$ cat config.mk
export PLATFORM = sky130hd
export DESIGN_NAME = hc_core_scheduler
export DESIGN_NICKNAME = d
export VERILOG_FILES = /design/src/rtl/hc_core_scheduler.sv
export SDC_FILE = /design/constraint.sdc
export NUM_CORES = 1
export LEC_CHECK = 0
export CORE_ASPECT_RATIO = 1.75
export CORE_MARGIN = 10
export CORE_UTILIZATION = 40
export DETAILED_ROUTE_END_ITERATION = 16
export PLACE_DENSITY = 0.7
export REMOVE_ABC_BUFFERS = 1
export SYNTH_ARGS = -nofsm -noshare
export SYNTH_HDL_FRONTEND = slang
export SYNTH_SLANG_ARGS = --single-unit
$ cat constraint.sdc
create_clock -name clk -period 4.4 [get_ports clk]
set_input_delay 0.88 -clock clk [delete_from_list [all_inputs] [get_ports clk]]
set_output_delay 0.88 -clock clk [all_outputs]
set_load 0.02 [all_outputs]
$ cat src/rtl/hc_core_scheduler.sv
// hc_core_scheduler
//
// Launches a job on a set of accelerator cores and waits for them to finish.
// A job is started by a one-cycle 'start' pulse. The cores selected by
// 'core_mask' receive a one-cycle 'core_start' pulse. The scheduler then
// collects their 'core_finish' indications. When every selected core has
// finished, it emits a one-cycle 'finish' pulse.
//
// Optional feature: define HC_SCHED_WATCHDOG_EN to build a watchdog. The
// watchdog ends a job after 'timeout_limit' RUN cycles and sets 'timed_out'.
// A limit of 0 disables it. Without the macro, 'timeout_limit' is ignored
// and 'timed_out' is tied low.
//
// Ports:
//   clk           - single clock
//   reset_n       - asynchronous active-low reset
//   start         - job-start pulse (honoured only in IDLE)
//   core_mask     - cores to run, sampled with an accepted start
//   timeout_limit - watchdog limit in cycles, sampled with an accepted start
//   core_finish   - per-core finish pulses or levels
//   core_start    - per-core one-cycle start pulses
//   finish        - one-cycle job-complete pulse
//   busy          - high from LAUNCH through DONE
//   done_mask     - cores that finished in the current or last job
//   timed_out     - last job was ended by the watchdog
//   run_cycles    - LAUNCH+RUN cycle count of the current or last job (saturating)

module hc_core_scheduler #(
  parameter int NUM_CORES = 4,
  parameter int CYCLE_W   = 32,
  parameter int TIMEOUT_W = 24
) (
  input  logic                 clk,
  input  logic                 reset_n,
  input  logic                 start,
  input  logic [NUM_CORES-1:0] core_mask,
  input  logic [TIMEOUT_W-1:0] timeout_limit,
  input  logic [NUM_CORES-1:0] core_finish,
  output logic [NUM_CORES-1:0] core_start,
  output logic                 finish,
  output logic                 busy,
  output logic [NUM_CORES-1:0] done_mask,
  output logic                 timed_out,
  output logic [CYCLE_W-1:0]   run_cycles
);

  typedef enum logic [1:0] {
    IDLE   = 2'd0,
    LAUNCH = 2'd1,
    RUN    = 2'd2,
    DONE   = 2'd3
  } state_t;

  state_t               state;
  state_t               state_next;
  logic [NUM_CORES-1:0] mask_q;
  logic                 accept;
  logic                 complete;
  logic                 wd_expire;
  logic                 timeout_hit;

  // All selected cores have reported. A zero mask never reaches RUN, so an
  // empty mask cannot complete a job by accident.
  assign complete = (done_mask == mask_q);

`ifdef HC_SCHED_WATCHDOG_EN
  logic [TIMEOUT_W-1:0] limit_q;
  logic [TIMEOUT_W-1:0] wd_count;
  logic                 timed_out_q;

  // wd_count holds the number of RUN cycles already completed. The current
  // cycle is the last one allowed when wd_count+1 reaches the limit. The
  // compare uses one extra bit so that an all-ones limit cannot wrap.
  assign timeout_hit = (limit_q != '0) &&
                       (({1'b0, wd_count} + 1'b1) >= {1'b0, limit_q});

  always_ff @(posedge clk or negedge reset_n) begin
    if (!reset_n) begin
      limit_q     <= '0;
      wd_count    <= '0;
      timed_out_q <= 1'b0;
    end else begin
      if (accept) begin
        limit_q     <= timeout_limit;
        timed_out_q <= 1'b0;
      end else if (wd_expire) begin
        timed_out_q <= 1'b1;
      end
      if (state == LAUNCH) begin
        wd_count <= '0;
      end else if (state == RUN) begin
        wd_count <= wd_count + 1'b1;
      end
    end
  end

  assign timed_out = timed_out_q;
`else
  logic unused_timeout_limit;

  assign unused_timeout_limit = ^timeout_limit;
  assign timeout_hit          = 1'b0;
  assign timed_out            = 1'b0;
`endif

  // Next-state logic. Completion takes priority over the watchdog, so a job
  // that finishes in the same cycle as the timeout counts as a normal finish.
  always_comb begin
    state_next = state;
    accept     = 1'b0;
    wd_expire  = 1'b0;
    case (state)
      IDLE: begin
        if (start) begin
          accept     = 1'b1;
          state_next = (core_mask != '0) ? LAUNCH : DONE;
        end
      end
      LAUNCH: state_next = RUN;
      RUN: begin
        if (complete) begin
          state_next = DONE;
        end else if (timeout_hit) begin
          wd_expire  = 1'b1;
          state_next = DONE;
        end
      end
      DONE:    state_next = IDLE;
      default: state_next = IDLE;
    endcase
  end

  // State register.
  always_ff @(posedge clk or negedge reset_n) begin
    if (!reset_n) begin
      state <= IDLE;
    end else begin
      state <= state_next;
    end
  end

  // Job bookkeeping. An accepted start clears all per-job results.
  // Finishes are collected during LAUNCH as well as RUN, so a core that
  // answers immediately is not missed.
  always_ff @(posedge clk or negedge reset_n) begin
    if (!reset_n) begin
      mask_q     <= '0;
      done_mask  <= '0;
      run_cycles <= '0;
    end else begin
      if (accept) begin
        mask_q     <= core_mask;
        done_mask  <= '0;
        run_cycles <= '0;
      end else if ((state == LAUNCH) || (state == RUN)) begin
        done_mask <= done_mask | (core_finish & mask_q);
        if (run_cycles != '1) begin
          run_cycles <= run_cycles + 1'b1;
        end
      end
    end
  end

  assign core_start = (state == LAUNCH) ? mask_q : '0;
  assign finish     = (state == DONE);
  assign busy       = (state != IDLE);

endmodule

==> summary.md, run 1 <==
| Metric | Value |
|---|---|
| Int Pwr | 920 uW |
| Post-route clock period utilization | 62.8% |
| Synth cell types | 35 |
| Maximum clock frequency | 362 MHz |
| # Post-CTS Setup Buffers | 0 |
| Setup tns final | 0 ns |
| IO Pins | 78 |
| Area contributors post-synth | dfrtp_1, xnor2_1, nand2_1 |
| Root Driver | clkbuf_8 |
| R2r startpoint | state[0] |
| Total inserted antenna cells | 0 |
| Min-Delay Startpoint | run_cycles[10] |
| DP HPWL | 4460 um |
| CP Class | register to register |
| Layout cells sized above 1 | 5.44% |
| Slew headroom | 37.3% |
| Seq pwr share | 36.8% |
| Unrepaired setup endpoints after global routing | false |
| Routability cong. | 0.794 |
| Clock transition at path regs | 0.08 ns |
| Drt first pass iters | 5 |
| Setup WS post-layout | 1.63 ns |
| M1 GR Usage | 15.6% |
| Standard-cell rows | 36 |
| Nets | 334 |
| Post-synthesis async set-or-reset flop share | 100% |
| Gr ovfl total | 0 |
| Vias post-DR | 2055 |
| Starting Density | 41.2% |
| Most common cell in the netlist | dfrtp_1 |
| Final min period | 2.77 ns |
| Sequential area share after synthesis | 46.1% |
| Die Ht | 120 um |
| Post-layout util | 54.3% |
| Chip width | 77.1 um |
| Largest net degree at the start of global routing | 43 |
| Core ar. | 5540 um2 |
| Initial DRC Count | 113 |
| CTS Sinks | 42 |
| Hold Path Cell Cnt | 1 |
| CP startpoint kind | register |
| Mapped Avg Cell Area | 9.43 um2 |
| First-pass GRT wire length | 10700 um |
| Outcome | complete, no violations |
| I/O Buffers | 52 |
| Resized Gates After CTS | 0 |
| Post-synthesis cell count | 242 |
| Initial antenna violation count | 0 |
| Die Area | 9250 um2 |
| Total power | 1420 uW |
| Synth top area share | 46.1% |
| H-tree Lvls | 2 |
| CP Max Fanout | 12 |
| Pins Over Slew Limit | 0 |
| Post-synth EDFFs | 0 |
| Fill cells | 540 |
| TritonCTS buffer count | 5 |
| P_leak | 0.00120 uW |
| Arrival @ worst endpoint | 2.93 ns |
| Final wirelength | 6160 um |
| P_sw | 504 uW |
| Top cell types by occurrence after synthesis | dfrtp_1, nand2_1, o21ai_0 |
| Post-synth top flop | dfrtp_1 |
| Hold-fix buffers, CTS | 0 |
| Maximum VDD drop | 0.000272 V |
| Gate power share | 36.7% |
| Post-synthesis cell area | 2280 um2 |
| Hold Violations, Final | 0 |
| CP startpoint | state[0] |
| Area growth, synth to finish | 31.7% |
| GRT Resource Usage Total | 13.8% |
| R2R Setup Slk | 1.63 ns |
| FF+latch count, synth | 42 |
| Number of global-route vias before repair | 2118 |
| Via/cell ratio | 5.55 |
| Routing usage on met2 | 24.3% |
| Clk_skew | 0.00583 ns |
| Yosys top cell by area | dfrtp_1 |
| Worst skew pair latency | 0.30 ns |
| Routed WL per cell | 16.7 um |
| TritonCTS clock tree | yes |
| Cell Pwr Density | 473 nW/um2 |
| Drt drc | 0 |
| Non-Filler Instances | 370 |
| Antenna-violating nets left | 0 |
| Reg2reg path depth | 7 |
| WP data required | 4.56 ns |
| Crit. End Element | register |
| Switching share of power | 35.4% |
| Cell total after placement | 362 |
| Slew of the pin with the lowest slew margin | 0.941 ns |
| Hold Crit Class | register to register |
| Place WS | 1.39 ns |
| Clk network pwr share | 26.5% |
| Met3 usage | 4.26% |
| Maxcap violations | 0 |
| Yosys Warn Count | 0 |
| Final setup vio count | 0 |
| GR peak layer | met2 |
| Clock buffer depth | 2 |
## final timing paths
path / end
worst max-delay path: run_cycles[23]
worst min-delay path: run_cycles[10]
worst min register to register: run_cycles[10]
min in group asynchronous: done_mask[2]
worst max register to register: run_cycles[23]
max in group asynchronous: state[1]
## sequential cells by signal, summed over array words and instances (netlist names)
name        count
done_mask       4
state           2
mask_q          4
run_cycles     32
## power groups by stage
stage,registers (uW),clock network (uW),logic [uW]
3_3_place_gp,528,0,523
5_1_grt,536,398,584
4_1_cts,525,383,534
3_5_place_dp,533,0,531
6_report,524,377,522
2_1_floorplan,564,0,278
## cells in the final DEF, fill, tap and decap left out, types with 4 or more instances in the layout
master	netlist	final
and4_1	6	6
clkbuf_8	0	6
nand4_1	13	13
o21ai_0	20	20
nor2_1	9	9
nor4_1	8	8
ha_1	6	6
nand3_1	14	14
inv_1	5	5
nand2_1	30	30
or4_1	4	4
nor3_1	6	6
dfrtp_1	42	42
and2_1	7	7
xnor2_1	13	13
a31oi_1	11	11
clkdlybuf4s50_1	0	51
xor2_1	12	12
o31ai_1	6	6
## through the flow
| stage | area (um2) | hold slack [ns] |
|---|---|---|
| floorplan | 2240 | 0.503 |
| global placement | 2860 | 0.494 |
| detailed placement | 2860 | 0.515 |
| CTS | 3010 | 0.526 |
| global route | 3010 | 0.572 |
| finish | 3010 | 0.524 |
## routing by layer
| metal | vias up | wire length (um) |
|---|---|---|
| met1 | 999 | 2540 |
| met3 | 5 | 378 |
| met4 | 0 | 69 |
| met2 | 60 | 3180 |
| li1 | 991 | - |
| met5 | - | 0 |
## area by class of cell
class / instances / area, um2 / share of cell area [%]
clock inverters: 2 / 60.1 / 2.00
flip-flops and latches: 42 / 1050 / 35.0
repair buffers: 54 / 531 / 17.6
well taps: 76 / 95.1 / 3.16
inverters: 5 / 18.8 / 0.624
clock buffers: 6 / 82.6 / 2.75
multi-input cells: 185 / 1170 / 38.9
## cell families after synthesis
family	synth area share [%]
AND/OR/NAND/NOR	25.7
buffers and inverters	2.74
XOR/XNOR	9.59
multiplexers	0.439
other	0.164
adder cells (fa/ha/maj)	3.29
flip-flops	46.1
AO/OA/AOI/OAI	12.1
## critical path, cell delays in order (launching register included)
cell,delay (ns)
dfrtp_1,0.40
inv_1,0.09
ha_1,0.52
nand3_1,0.25
or4_1,0.63
or4_1,0.49
xor2_1,0.19
o21ai_2,0.06
(Power assumes the default switching activity.)
==> run 2, diff against run 1 <==
==> constraint.sdc (replaced) <==
create_clock -name clk -period 2.8 [get_ports clk]
set_input_delay 0.56 -clock clk [delete_from_list [all_inputs] [get_ports clk]]
set_output_delay 0.56 -clock clk [all_outputs]
set_load 0.02 [all_outputs]
==> run 2 against run 1 <==
  * Die area did not move
  * Sequential share of layout area rose by 0.18 points
  * Clock-buffer cell count is the same
  * First-iteration DRC count shrank 13%
  * Routed wire length decreased by 0.93%
  * Highest routed layer unchanged
==> summary.md, run 2 (synthesis gave the netlist of run 1 again) <==
| Metric | Value |
|---|---|
| Clk_skew | 0.00346 ns (was 0.00583 ns) |
| Die Area | 9250 um2 (unchanged) |
| Most numerous cell on the critical path | or4_1 (unchanged) |
| Hold_ws | 0.395 ns (was 0.524 ns) |
| Hold-fix buffers, CTS | 0 (unchanged) |
| Worst path top cell family by delay | simple AND/OR/NAND/NOR gates (unchanged) |
| Commonest non-fill, non-tap cell in the layout | clkdlybuf4s50_1 (unchanged) |
| CP Class | register to register (unchanged) |
| Biggest register | run_cycles (unchanged) |
| H-tree Lvls | 2 (unchanged) |
| Total power | 2050 uW (was 1420 uW) |
| Max stage delay cell, worst path | or4_1 (unchanged) |
| Max stage delay on crit path | 0.62 ns (was 0.63 ns) |
| Area growth, synth to finish | 31.1% (was 31.7%) |
| Chip width | 77.1 um (unchanged) |
| Root Driver | clkbuf_8 (unchanged) |
| Maxcap violations | 0 (unchanged) |
| Clock transition at path regs | 0.07 ns (was 0.08 ns) |
| Layout cells sized above 1 | 6.71% (was 5.44%) |
| Initial DRC Count | 98 (was 113) |
| Largest net degree at the start of global routing | 43 (unchanged) |
| Worst flop-to-flop path endpoint | run_cycles[23] (unchanged) |
| Standard-cell rows | 36 (unchanged) |
| CP startpoint kind | register (unchanged) |
| Final wirelength | 6110 um (was 6160 um) |
| First-pass GRT wire length | 10500 um (was 10700 um) |
| CP Cell Sequence | inv_1 -> ha_1 -> nand3_1 -> or4_1 -> or4_1 -> xor2_1 -> o21ai_2 (unchanged) |
| Most frequent cells in the layout | clkdlybuf4s50_1, dfrtp_1, nand2_1 (unchanged) |
| Maximum VDD drop | 0.000295 V (was 0.000272 V) |
| Placed Area | 2910 um2 (was 2860 um2) |
| Initial antenna violation count | 0 (unchanged) |
| Setup WS post-layout | 0.337 ns (was 1.63 ns) |
| GRT Resource Usage Total | 13.7% (was 13.8%) |
| Drt first pass iters | 4 (was 5) |
| Place WS | 0.300 ns (was 1.39 ns) |
| Final setup vio count | 0 (unchanged) |
| Unrepaired setup endpoints after global routing | false (unchanged) |
| CTS Sinks | 42 (unchanged) |
| I/O Buffers | 52 (unchanged) |
| Core ar. | 5540 um2 (unchanged) |
| Max reg flops | 32 (unchanged) |
| Outcome | complete, no violations (unchanged) |
| Routability cong. | 0.818 (was 0.794) |
| P_leak | 0.00120 uW (about the same) |
| Maximum clock frequency | 406 MHz (was 362 MHz) |
| Setup tns final | 0 ns (unchanged) |
| Via/cell ratio | 5.48 (was 5.55) |
| Worst skew pair latency | 0.29 ns (was 0.30 ns) |
| Routed WL per cell | 16.3 um (was 16.7 um) |
| Antenna-violating nets left | 0 (unchanged) |
| DP HPWL | 4600 um (was 4460 um) |
| Cell Pwr Density | 685 nW/um2 (was 473 nW/um2) |
| Number of global-route vias before repair | 2141 (was 2118) |
| Pins Over Slew Limit | 0 (unchanged) |
| IO Pins | 78 (unchanged) |
| Slew of the pin with the lowest slew margin | 0.927 ns (was 0.941 ns) |
| # Post-CTS Setup Buffers | 0 (unchanged) |
| Clock buffer depth | 2 (unchanged) |
| Top Registers | run_cycles x32, done_mask x4, mask_q x4 (unchanged) |
| Die Ht | 120 um (unchanged) |
| Hold Violations, Final | 0 (unchanged) |
| Post-route cell area | 2990 um2 (was 3010 um2) |
| R2R Setup Slk | 0.34 ns (was 1.63 ns) |
| Hold Crit Class | input port to asynchronous set/reset pin (was register to register) |
| R2r startpoint | state[1] (was state[0]) |
| TritonCTS buffer count | 5 (unchanged) |
| Nets | 340 (was 334) |
| Critical path buffers and inverters | 1 (unchanged) |
| WP data required | 2.97 ns (was 4.56 ns) |
| Vias post-DR | 2048 (was 2055) |
| Gr ovfl total | 0 (unchanged) |
| Drt drc | 0 (unchanged) |
| Resized Gates After CTS | 0 (unchanged) |
| TritonCTS clock tree | yes (unchanged) |
| WP depth | 7 (unchanged) |
| Reg2reg path depth | 7 (unchanged) |
| Crit. End Element | register (unchanged) |
| Final min period | 2.46 ns (was 2.77 ns) |
| Arrival @ worst endpoint | 2.64 ns (was 2.93 ns) |
| Post-route clock period utilization | 88.0% (was 62.8%) |
| CP Max Fanout | 8 (was 12) |
| Total inserted antenna cells | 0 (unchanged) |
| Slew headroom | 38.2% (was 37.3%) |
| Starting Density | 41.2% (unchanged) |
run 2: cell count changes in the layout (fill, tap and decap cells not counted), sizes merged:
cell / change
bufinv: -2
buf: +6
run 2: layout make-up:
class	instances	area [um2]
Fill cell	540	2550
Multi-Input combinational cell	185	1170
Sequential cell	42	1050
Clock buffer	6	82.6
Inverter	5	18.8
Tap cell	76	95.1
Timing Repair Buffer	60	576
run 2: how the worst max path moves through the flow:
stage | from | to | slack (ns)
finish | state[1] | run_cycles[23] | 0.34
global placement | start | run_cycles[13] | 0.31
global route | state[0] | run_cycles[23] | 0.20
CTS | state[0] | run_cycles[23] | 0.33
detailed placement | start | run_cycles[13] | 0.30
floorplan | state[0] | run_cycles[12] | 0.42
run 2: power breakdown:
part           leakage (uW)  total (uW)  switching (uW)  internal (uW)
Combinational      0.000595         843             469            374
Sequential         0.000562         823             112            710
Clock             0.0000431         384             194            190
run 2: metrics by stage:
| step | utilization, % | std cells |
|---|---|---|
| after global placement | 52.5 | 368 |
| after global routing | 54.0 | 374 |
| after floorplan | - | 232 |
| final | 54.0 | 374 |
| after detailed placement | 52.5 | 368 |
| after CTS | 54.0 | 374 |
run 2: metal layers:
| metal | part of all wire (%) | global-route usage [%] | vias to the layer above |
|---|---|---|---|
| met5 | 0 | 0 | - |
| met4 | 1.6 | 4.70 | 0 |
| met2 | 51 | 23.9 | 49 |
| met1 | 42 | 14.8 | 995 |
| li1 | - | - | 994 |
| met3 | 6.1 | 5.08 | 10 |
==> run 3, diff against run 2 <==
--- a/config.mk
+++ b/config.mk
@@ -11,6 +11,7 @@
 export DETAILED_ROUTE_END_ITERATION = 16
 export PLACE_DENSITY = 0.7
 export REMOVE_ABC_BUFFERS = 1
+export SLEW_MARGIN = 20
 export SYNTH_ARGS = -nofsm -noshare
 export SYNTH_HDL_FRONTEND = slang
 export SYNTH_SLANG_ARGS = --single-unit
==> results of run 3 <==
Same layout as run 2: the final DEF is identical, and so are final timing and power.
